<file path="src/rtl/z_result_reg.sv">
// Z result register: captures the ALU/shifter {high, low} result pair and serves either half to the bus.
// Optional macro Z_BYPASS_EN forwards the incoming capture data to the bus when a read coincides.
module z_result_reg #(
  parameter int unsigned WIDTH = 32
) (
  input  logic             clk,
  input  logic             clr,
  input  logic [WIDTH-1:0] z_low_in,
  input  logic [WIDTH-1:0] z_high_in,
  input  logic             z_in,
  input  logic             z_low_out,
  input  logic             z_high_out,
  input  logic             ovr_clr,
  output logic [WIDTH-1:0] bus_out,
  output logic             bus_drive,
  output logic [WIDTH-1:0] z_low_q,
  output logic [WIDTH-1:0] z_high_q,
  output logic             result_valid,
  output logic             zero_flag,
  output logic             neg_flag,
  output logic             overrun,
  output logic             conflict
);

  typedef enum logic [1:0] {StEmpty, StFull, StLowLeft, StHighLeft} state_e;

  state_e state_q, state_d, read_state;

  logic rd_low, rd_high, rd_both;
  logic overrun_set;
  logic [WIDTH-1:0] low_src, high_src;

  assign rd_low  = z_low_out & ~z_high_out;
  assign rd_high = z_high_out & ~z_low_out;
  assign rd_both = z_low_out & z_high_out;

  always_ff @(posedge clk or negedge clr) begin
    if (!clr) begin
      state_q <= StEmpty;
    end else begin
      state_q <= state_d;
    end
  end

  always_comb begin
    // State reached by this cycle's read alone; capture overrides it below.
    read_state = state_q;
    case (state_q)
      StFull: begin
        if (rd_low) begin
          read_state = StHighLeft;
        end else if (rd_high) begin
          read_state = StLowLeft;
        end
      end
      StHighLeft: if (rd_high) read_state = StEmpty;
      StLowLeft:  if (rd_low)  read_state = StEmpty;
      default: ;
    endcase

    state_d = read_state;
    if (z_in) begin
`ifdef Z_BYPASS_EN
      // The forwarded half has already been consumed by the reader.
      if (rd_low) begin
        state_d = StHighLeft;
      end else if (rd_high) begin
        state_d = StLowLeft;
      end else begin
        state_d = StFull;
      end
`else
      state_d = StFull;
`endif
    end
  end

  // Overwrite loses data only if something stays unread after this cycle's read.
  assign overrun_set = z_in & (read_state != StEmpty);

  always_ff @(posedge clk or negedge clr) begin
    if (!clr) begin
      z_low_q   <= '0;
      z_high_q  <= '0;
      zero_flag <= 1'b1;
      neg_flag  <= 1'b0;
      overrun   <= 1'b0;
      conflict  <= 1'b0;
    end else begin
      if (z_in) begin
        z_low_q   <= z_low_in;
        z_high_q  <= z_high_in;
        zero_flag <= ({z_high_in, z_low_in} == '0);
        neg_flag  <= z_low_in[WIDTH-1];
      end
      if (overrun_set) begin
        overrun <= 1'b1;
      end else if (ovr_clr) begin
        overrun <= 1'b0;
      end
      if (rd_both) begin
        conflict <= 1'b1;
      end else if (ovr_clr) begin
        conflict <= 1'b0;
      end
    end
  end

`ifdef Z_BYPASS_EN
  assign low_src  = z_in ? z_low_in  : z_low_q;
  assign high_src = z_in ? z_high_in : z_high_q;
`else
  assign low_src  = z_low_q;
  assign high_src = z_high_q;
`endif

  always_comb begin
    bus_out   = '0;
    bus_drive = 1'b0;
    if (rd_low) begin
      bus_out   = low_src;
      bus_drive = 1'b1;
    end else if (rd_high) begin
      bus_out   = high_src;
      bus_drive = 1'b1;
    end
  end

  assign result_valid = (state_q != StEmpty);

endmodule

</file>
<file path="config.mk">
export PLATFORM = sky130hd
export DESIGN_NAME = z_result_reg
export DESIGN_NICKNAME = d
export VERILOG_FILES = /design/src/rtl/z_result_reg.sv
export SDC_FILE = /design/constraint.sdc
export NUM_CORES = 1
export LEC_CHECK = 0
export CORE_UTILIZATION = 42
export CTS_CLUSTER_SIZE = 40
export DETAILED_ROUTE_END_ITERATION = 7
export MAX_ROUTING_LAYER = met4
export PLACE_DENSITY = 0.95
export SLEW_MARGIN = 5
export SYNTH_ARGS = -nofsm -noshare
export SYNTH_HDL_FRONTEND = slang
export SYNTH_SLANG_ARGS = --single-unit
</file>
<file path="constraint.sdc">
create_clock -name clk -period 5.47 [get_ports clk]
set_clock_uncertainty 0.15 [all_clocks]
set_input_delay 1.094 -clock clk [delete_from_list [all_inputs] [get_ports clk]]
set_output_delay 1.094 -clock clk [all_outputs]
set_load 0.01 [all_outputs]
</file>
==> flow_summary.toml, run 1 <==
[cells_and_area]
mostFrequentLayoutCell = "clkdlybuf4s50_1"
fin_util = 0.7312
final_nets = 472
syn_to_final_growth_pct = 64.09
n_antenna_cell = 0
final_cell_area_um2 = 5077
drive_gt1_frac = 0.2233
final_cell_mix = "clkdlybuf4s50_1 (169), dfrtp_1 (68), mux2_2 (64)"
nFillCells = 486

[grt]
overflow = 0
grt_first_pass_wirelength_um = 14140
track_usage = 0.2568
first_global_vias = 2687
antenna_found_initial = 0
grt_max_degree = 70

[route]
remaining_drc_errors = 0
drt_wl_total_um = 9237
detail-route-antenna-nets = 0
wl_per_cell_um = 18.51
num_vias = 2650
drtPass1Iterations = 4
drt_iter0_drc = 104
via_per_inst = 5.311

[synth]
syn_area_per_cell_um2 = 13.63
netlist_area_um2 = 3094
syn_inst = 227
synth-seq-area-share = 0.5584
yosys_warnings = 0
synth_edf_count = 0
synth_top_area_share = 0.5499
synth_top_area_cell = "dfrtp_1"
async_reset_ff_frac = 1.000
synth_nets = 301
ys_ff_latch = 69
yosys.cell_types.count = 25
synthTopCellsByArea = "dfrtp_1 (55%), mux2_2 (23%), a22o_1 (9.1%)"
synth_flop_cell = "dfrtp_1"

[setup_path]
slowest_delay_ns = 0.56
crit_chain = "clkdlybuf4s50_1 > inv_1 > ha_1 > buf_4 > nor2b_2 > buf_4 > a22o_1 > clkdlybuf4s50_1"
start_kind = "primary input"
cp-startpoint = "z_high_out"
slowest_stage = "clkdlybuf4s50_1"
cp.buffers_inverters = 5
worstSetupPathType = "in -> out"
worstSetupEndpointType = "output pin"
rr_endpoint = "state_q[1]"
critical_path.endpoint = "bus_out[21]"
cp.depth = 8
crit_arrival_ns = 3.26
worstReg2RegStart = "state_q[1]"
crit_family = "buffers and inverters"
reg2reg_slack_ns = 4.37
worstRegToRegCells = 3
path_max_fanout = 34
required_ns = 4.23

[job]
maxCapViolCount = 0

[place]
port_buffers = 171
dp_hpwl_um = 6920
placed_area_um2 = 4886
gp_congestion = 0.8147
place_ws_ns = 0.9486

[cts]
ctsHoldBuffers = 0
cts.sinks = 69
htree_levels = 3
clk_path_buf_depth = 2
cts.clk_slew.worst_paths_ns = 0.06
cts_resized = 0
cts_buffers = 9
root_buffer = "clkbuf_8"
tritoncts = "built"
worstSkewPairLatency_ns = 0.32
post_cts_buffers = 0

[timing]
fmax_mhz = 221.8
drv_slew = 0
relSlewSlack = 0.4279
layout_min_cycle_time_ns = 4.508
setup_slack_ns = 0.9620
grt_setup_unrepaired = "false"
finalSetupViolCount = 0
hold_viol_final = 0
worstMarginPinSlew_ns = 0.8582
tns_ns = 0
min_period_over_period = 0.8241

[power_and_ir_drop]
peakVddDrop_mv = 0.1463
leakagePower_nw = 2.062
power.density_nw_per_um2 = 267.9

[worst_hold_path]
worstHoldPathType = "reg -> reg"
hold_path_startpoint = "conflict"
hold_path_depth = 1

[run_status]
status = "complete, no violations"

[floorplan]
core-area_um2 = 6944
start_util = 0.4456
pin_count = 172
die_area_um2 = 7714
die_w_um = 87.83
row_count = 30
die_y_um = 87.83
-- final cells by class --
class	instances	area (µm²)	share of cell area
well taps	96	120.1	0.02366
flip-flops and latches	69	1728	0.3403
clock inverters	5	50.05	0.009857
clock buffers	11	141.4	0.02785
inverters	6	22.52	0.004436
repair buffers	176	1739	0.3425
multi-input cells	136	1276	0.2514
-- cell families after synthesis --
logic type	share of synthesized area
buffers and inverters	0.02992
and+or+nand+nor	0.05863
DFF	0.5584
muxes	0.2329
adders and majority gates	0.01618
AOI/OAI and AO/OA	0.1039
-- power by group --
group | internal (mW) | total [mW] | switching [mW]
logic | 0.223 | 0.354 | 0.130
clock network | 0.220 | 0.401 | 0.181
registers | 0.561 | 0.605 | 0.0444
total | 1.00 | 1.36 | 0.356
-- per-layer routing --
metal	global-route usage	wire, µm	part of all wire	vias to the layer above
met5	-	0	0	-
met4	0.06259	35	0.0038	0
met3	0.05090	495	0.054	4
met2	0.4503	4838	0.52	112
met1	0.3024	3869	0.42	1327
li1	-	-	-	1207
-- synth_stat cells, types with 3 or more instances --
library cell   n
nor4_1        14
dfrtp_1       68
nand4_1        3
nand2_1        4
buf_2          5
a22o_1        32
inv_1          6
clkbuf_1      10
mux2_2        64
ha_1           4
nor3_1         3
-- through the flow --
| step | hold slack [ns] | total power [mW] | instances |
|---|---|---|---|
| 4_1_cts | 0.3321 | 1.371 | 499 |
| 2_1_floorplan | 0.3308 | 0.7326 | 227 |
| 6_report | 0.3286 | 1.360 | 499 |
| 5_1_grt | 0.3390 | 1.424 | 499 |
| 3_5_place_dp | 0.3179 | 0.9688 | 483 |
| 3_3_place_gp | 0.3135 | 0.9573 | 483 |
-- worst register-to-register path, delay by kind of cell (launching register included) --
| kind | cells | cell delay, ns |
|---|---|---|
| AO/OA/AOI/OAI | 1 | 0.18 |
| AND/OR/NAND/NOR | 2 | 0.22 |
| flip-flops | 1 | 0.41 |
-- worst min-delay path by stage --
| stage | endpoint | slack, ns |
|---|---|---|
| 2_1_floorplan | state_q[0] | 0.33 |
| 3_3_place_gp | conflict | 0.31 |
| 3_5_place_dp | conflict | 0.32 |
| 4_1_cts | zero_flag | 0.33 |
| 5_1_grt | zero_flag | 0.34 |
| 6_report | conflict | 0.33 |
-- registers in the layout, summed over array words and instances (netlist names) --
| name | cells |
|---|---|
| conflict | 1 |
| overrun | 1 |
| state_q | 2 |
| z_high_q | 32 |
| z_low_q | 32 |
| zero_flag | 1 |
No activity file was read; power rests on OpenSTA's default activity.
==> run 2: changes to the inputs <==
Settings changed: CORE_UTILIZATION 42 to 35, PLACE_DENSITY 0.95 to 0.88.
Clock period 5.47 ns to 3.8 ns, I/O delays scaled along.
==> run 2 against run 1 <==
Compared with the run above: critical path depth fell by 1; worst setup slack got worse by 0.78 ns; combinational power is 43% higher; sequential share of layout area increased by 0.092 points; non-clock buffer count stayed put; largest power group unchanged.
==> flow_summary.toml, run 2 (synthesis results as in run 1) <==
[cts]
cts.sinks = 69
cts.clk_slew.worst_paths_ns = 0.07
cts_buffers = 9
clk_path_buf_depth = 2
root_buffer = "clkbuf_8"
cts_resized = 0
tritoncts = "built"
ctsHoldBuffers = 0
htree_levels = 3
worstSkewPairLatency_ns = 0.33
post_cts_buffers = 0

[setup_path]
crit_arrival_ns = 2.70
path_max_fanout = 16
cp-startpoint = "z_low_out"
worstSetupEndpointType = "output pin"
worstSetupPathType = "in -> out"
crit_chain = "clkdlybuf4s50_1 > inv_1 > ha_1 > nor2b_2 > buf_4 > a22o_1 > clkdlybuf4s50_1"
critical-path-top-cell-by-count = "clkdlybuf4s50_1"
slowest_delay_ns = 0.57
slowest_stage = "clkdlybuf4s50_1"
required_ns = 2.89
start_kind = "primary input"
crit_family = "buffers and inverters"
cp.buffers_inverters = 4
worstReg2RegStart = "state_q[1]"

[route]
detail-route-antenna-nets = 0
drtPass1Iterations = 4
via_per_inst = 5.236
remaining_drc_errors = 0
wl_per_cell_um = 18.10
drt_wl_total_um = 9195
num_vias = 2660
drt_iter0_drc = 65

[power_and_ir_drop]
leakagePower_nw = 2.048
peakVddDrop_mv = 0.2247
p_total_mw = 1.890
power.density_nw_per_um2 = 373.2

[grt]
gr-usage-met2 = 0.3457
first_global_vias = 2688
track_usage = 0.2080
overflow = 0
grtUsageMet3 = 0.03397
met1_usage = 0.2577
grt_max_degree = 70
grt_first_pass_wirelength_um = 13790
busiest_layer = "met2"
antenna_found_initial = 0

[floorplan]
die_area_um2 = 9221
row_count = 33
start_util = 0.3692
core-area_um2 = 8382
die_w_um = 96.03
pin_count = 172
die_y_um = 96.03

[cells_and_area]
final_cell_mix = "clkdlybuf4s50_1 (169), dfrtp_1 (68), mux2_2 (64)"
reg.largest.list = "z_high_q x32, z_low_q x32, state_q x2"
fin_util = 0.6041
n_antenna_cell = 0
drive_gt1_frac = 0.2184
mostFrequentLayoutCell = "clkdlybuf4s50_1"
nFillCells = 688
syn_to_final_growth_pct = 63.65
final_nets = 472
stdcell_count = 508

[timing]
setup_slack_ns = 0.1862
tns_ns = 0
grt_setup_unrepaired = "false"
hold_viol_final = 0
drv_slew = 0
relSlewSlack = 0.4136
min_period_over_period = 0.9510
layout_min_cycle_time_ns = 3.614
fmax_mhz = 276.7
finalSetupViolCount = 0
worstMarginPinSlew_ns = 0.8796

[place]
placed_cells = 492
place_ws_ns = 0.2014
port_buffers = 171
gp_congestion = 0.7585
dp_hpwl_um = 6888

[run_status]
status = "complete, no violations"

[worst_hold_path]
worstHoldPathType = "reg -> reg"
hold_path_startpoint = "conflict"

[job]
maxCapViolCount = 0
run 2: cell count changes in the layout (fill, tap and decap cells not counted), sizes merged:
cell / change
bufinv: -1
clkbuf: +2
clkinv: -1
run 2: final timing paths:
check / endpoint / slack [ns] / depth (start not counted)
worst max-delay path: bus_out[3] / 0.19 / 7
worst min-delay path: conflict / 0.33 / 1
worst max register to register: state_q[1] / 2.67 / 3
worst min register to register: conflict / 0.33 / 1
max in group asynchronous: z_high_q[2] / 2.52 / 1
min in group asynchronous: z_high_q[25] / 0.40 / 1
run 2: per-layer routing:
layer | up-vias | routed length, µm
li1 | 1203 | -
met1 | 1337 | 3960
met2 | 108 | 4631
met3 | 12 | 490
met4 | 0 | 112
met5 | - | 0
run 2: stage by stage:
stage	hold slack [ns]	instance area, µm²
final	0.3304	5064
after global routing	0.3503	5064
after CTS	0.3325	5064
after detailed placement	0.3177	4900
after global placement	0.3189	4900
after floorplan	0.3144	3094
run 2: layout make-up:
type / instances / area (µm²) / share of cell area
Clock buffer: 13 / 148.9 / 0.02940
Clock inverter: 3 / 15.01 / 0.002965
Inverter: 6 / 22.52 / 0.004448
Multi-Input combinational cell: 136 / 1276 / 0.2520
Sequential cell: 69 / 1728 / 0.3412
Tap cell: 105 / 131.4 / 0.02595
Timing Repair Buffer: 176 / 1742 / 0.3440
run 2: power by group:
group | total [mW] | internal [mW] | switching, mW
Clock | 0.513 | 0.253 | 0.261
Sequential | 0.870 | 0.807 | 0.0628
Combinational | 0.507 | 0.322 | 0.185
Total | 1.89 | 1.38 | 0.508
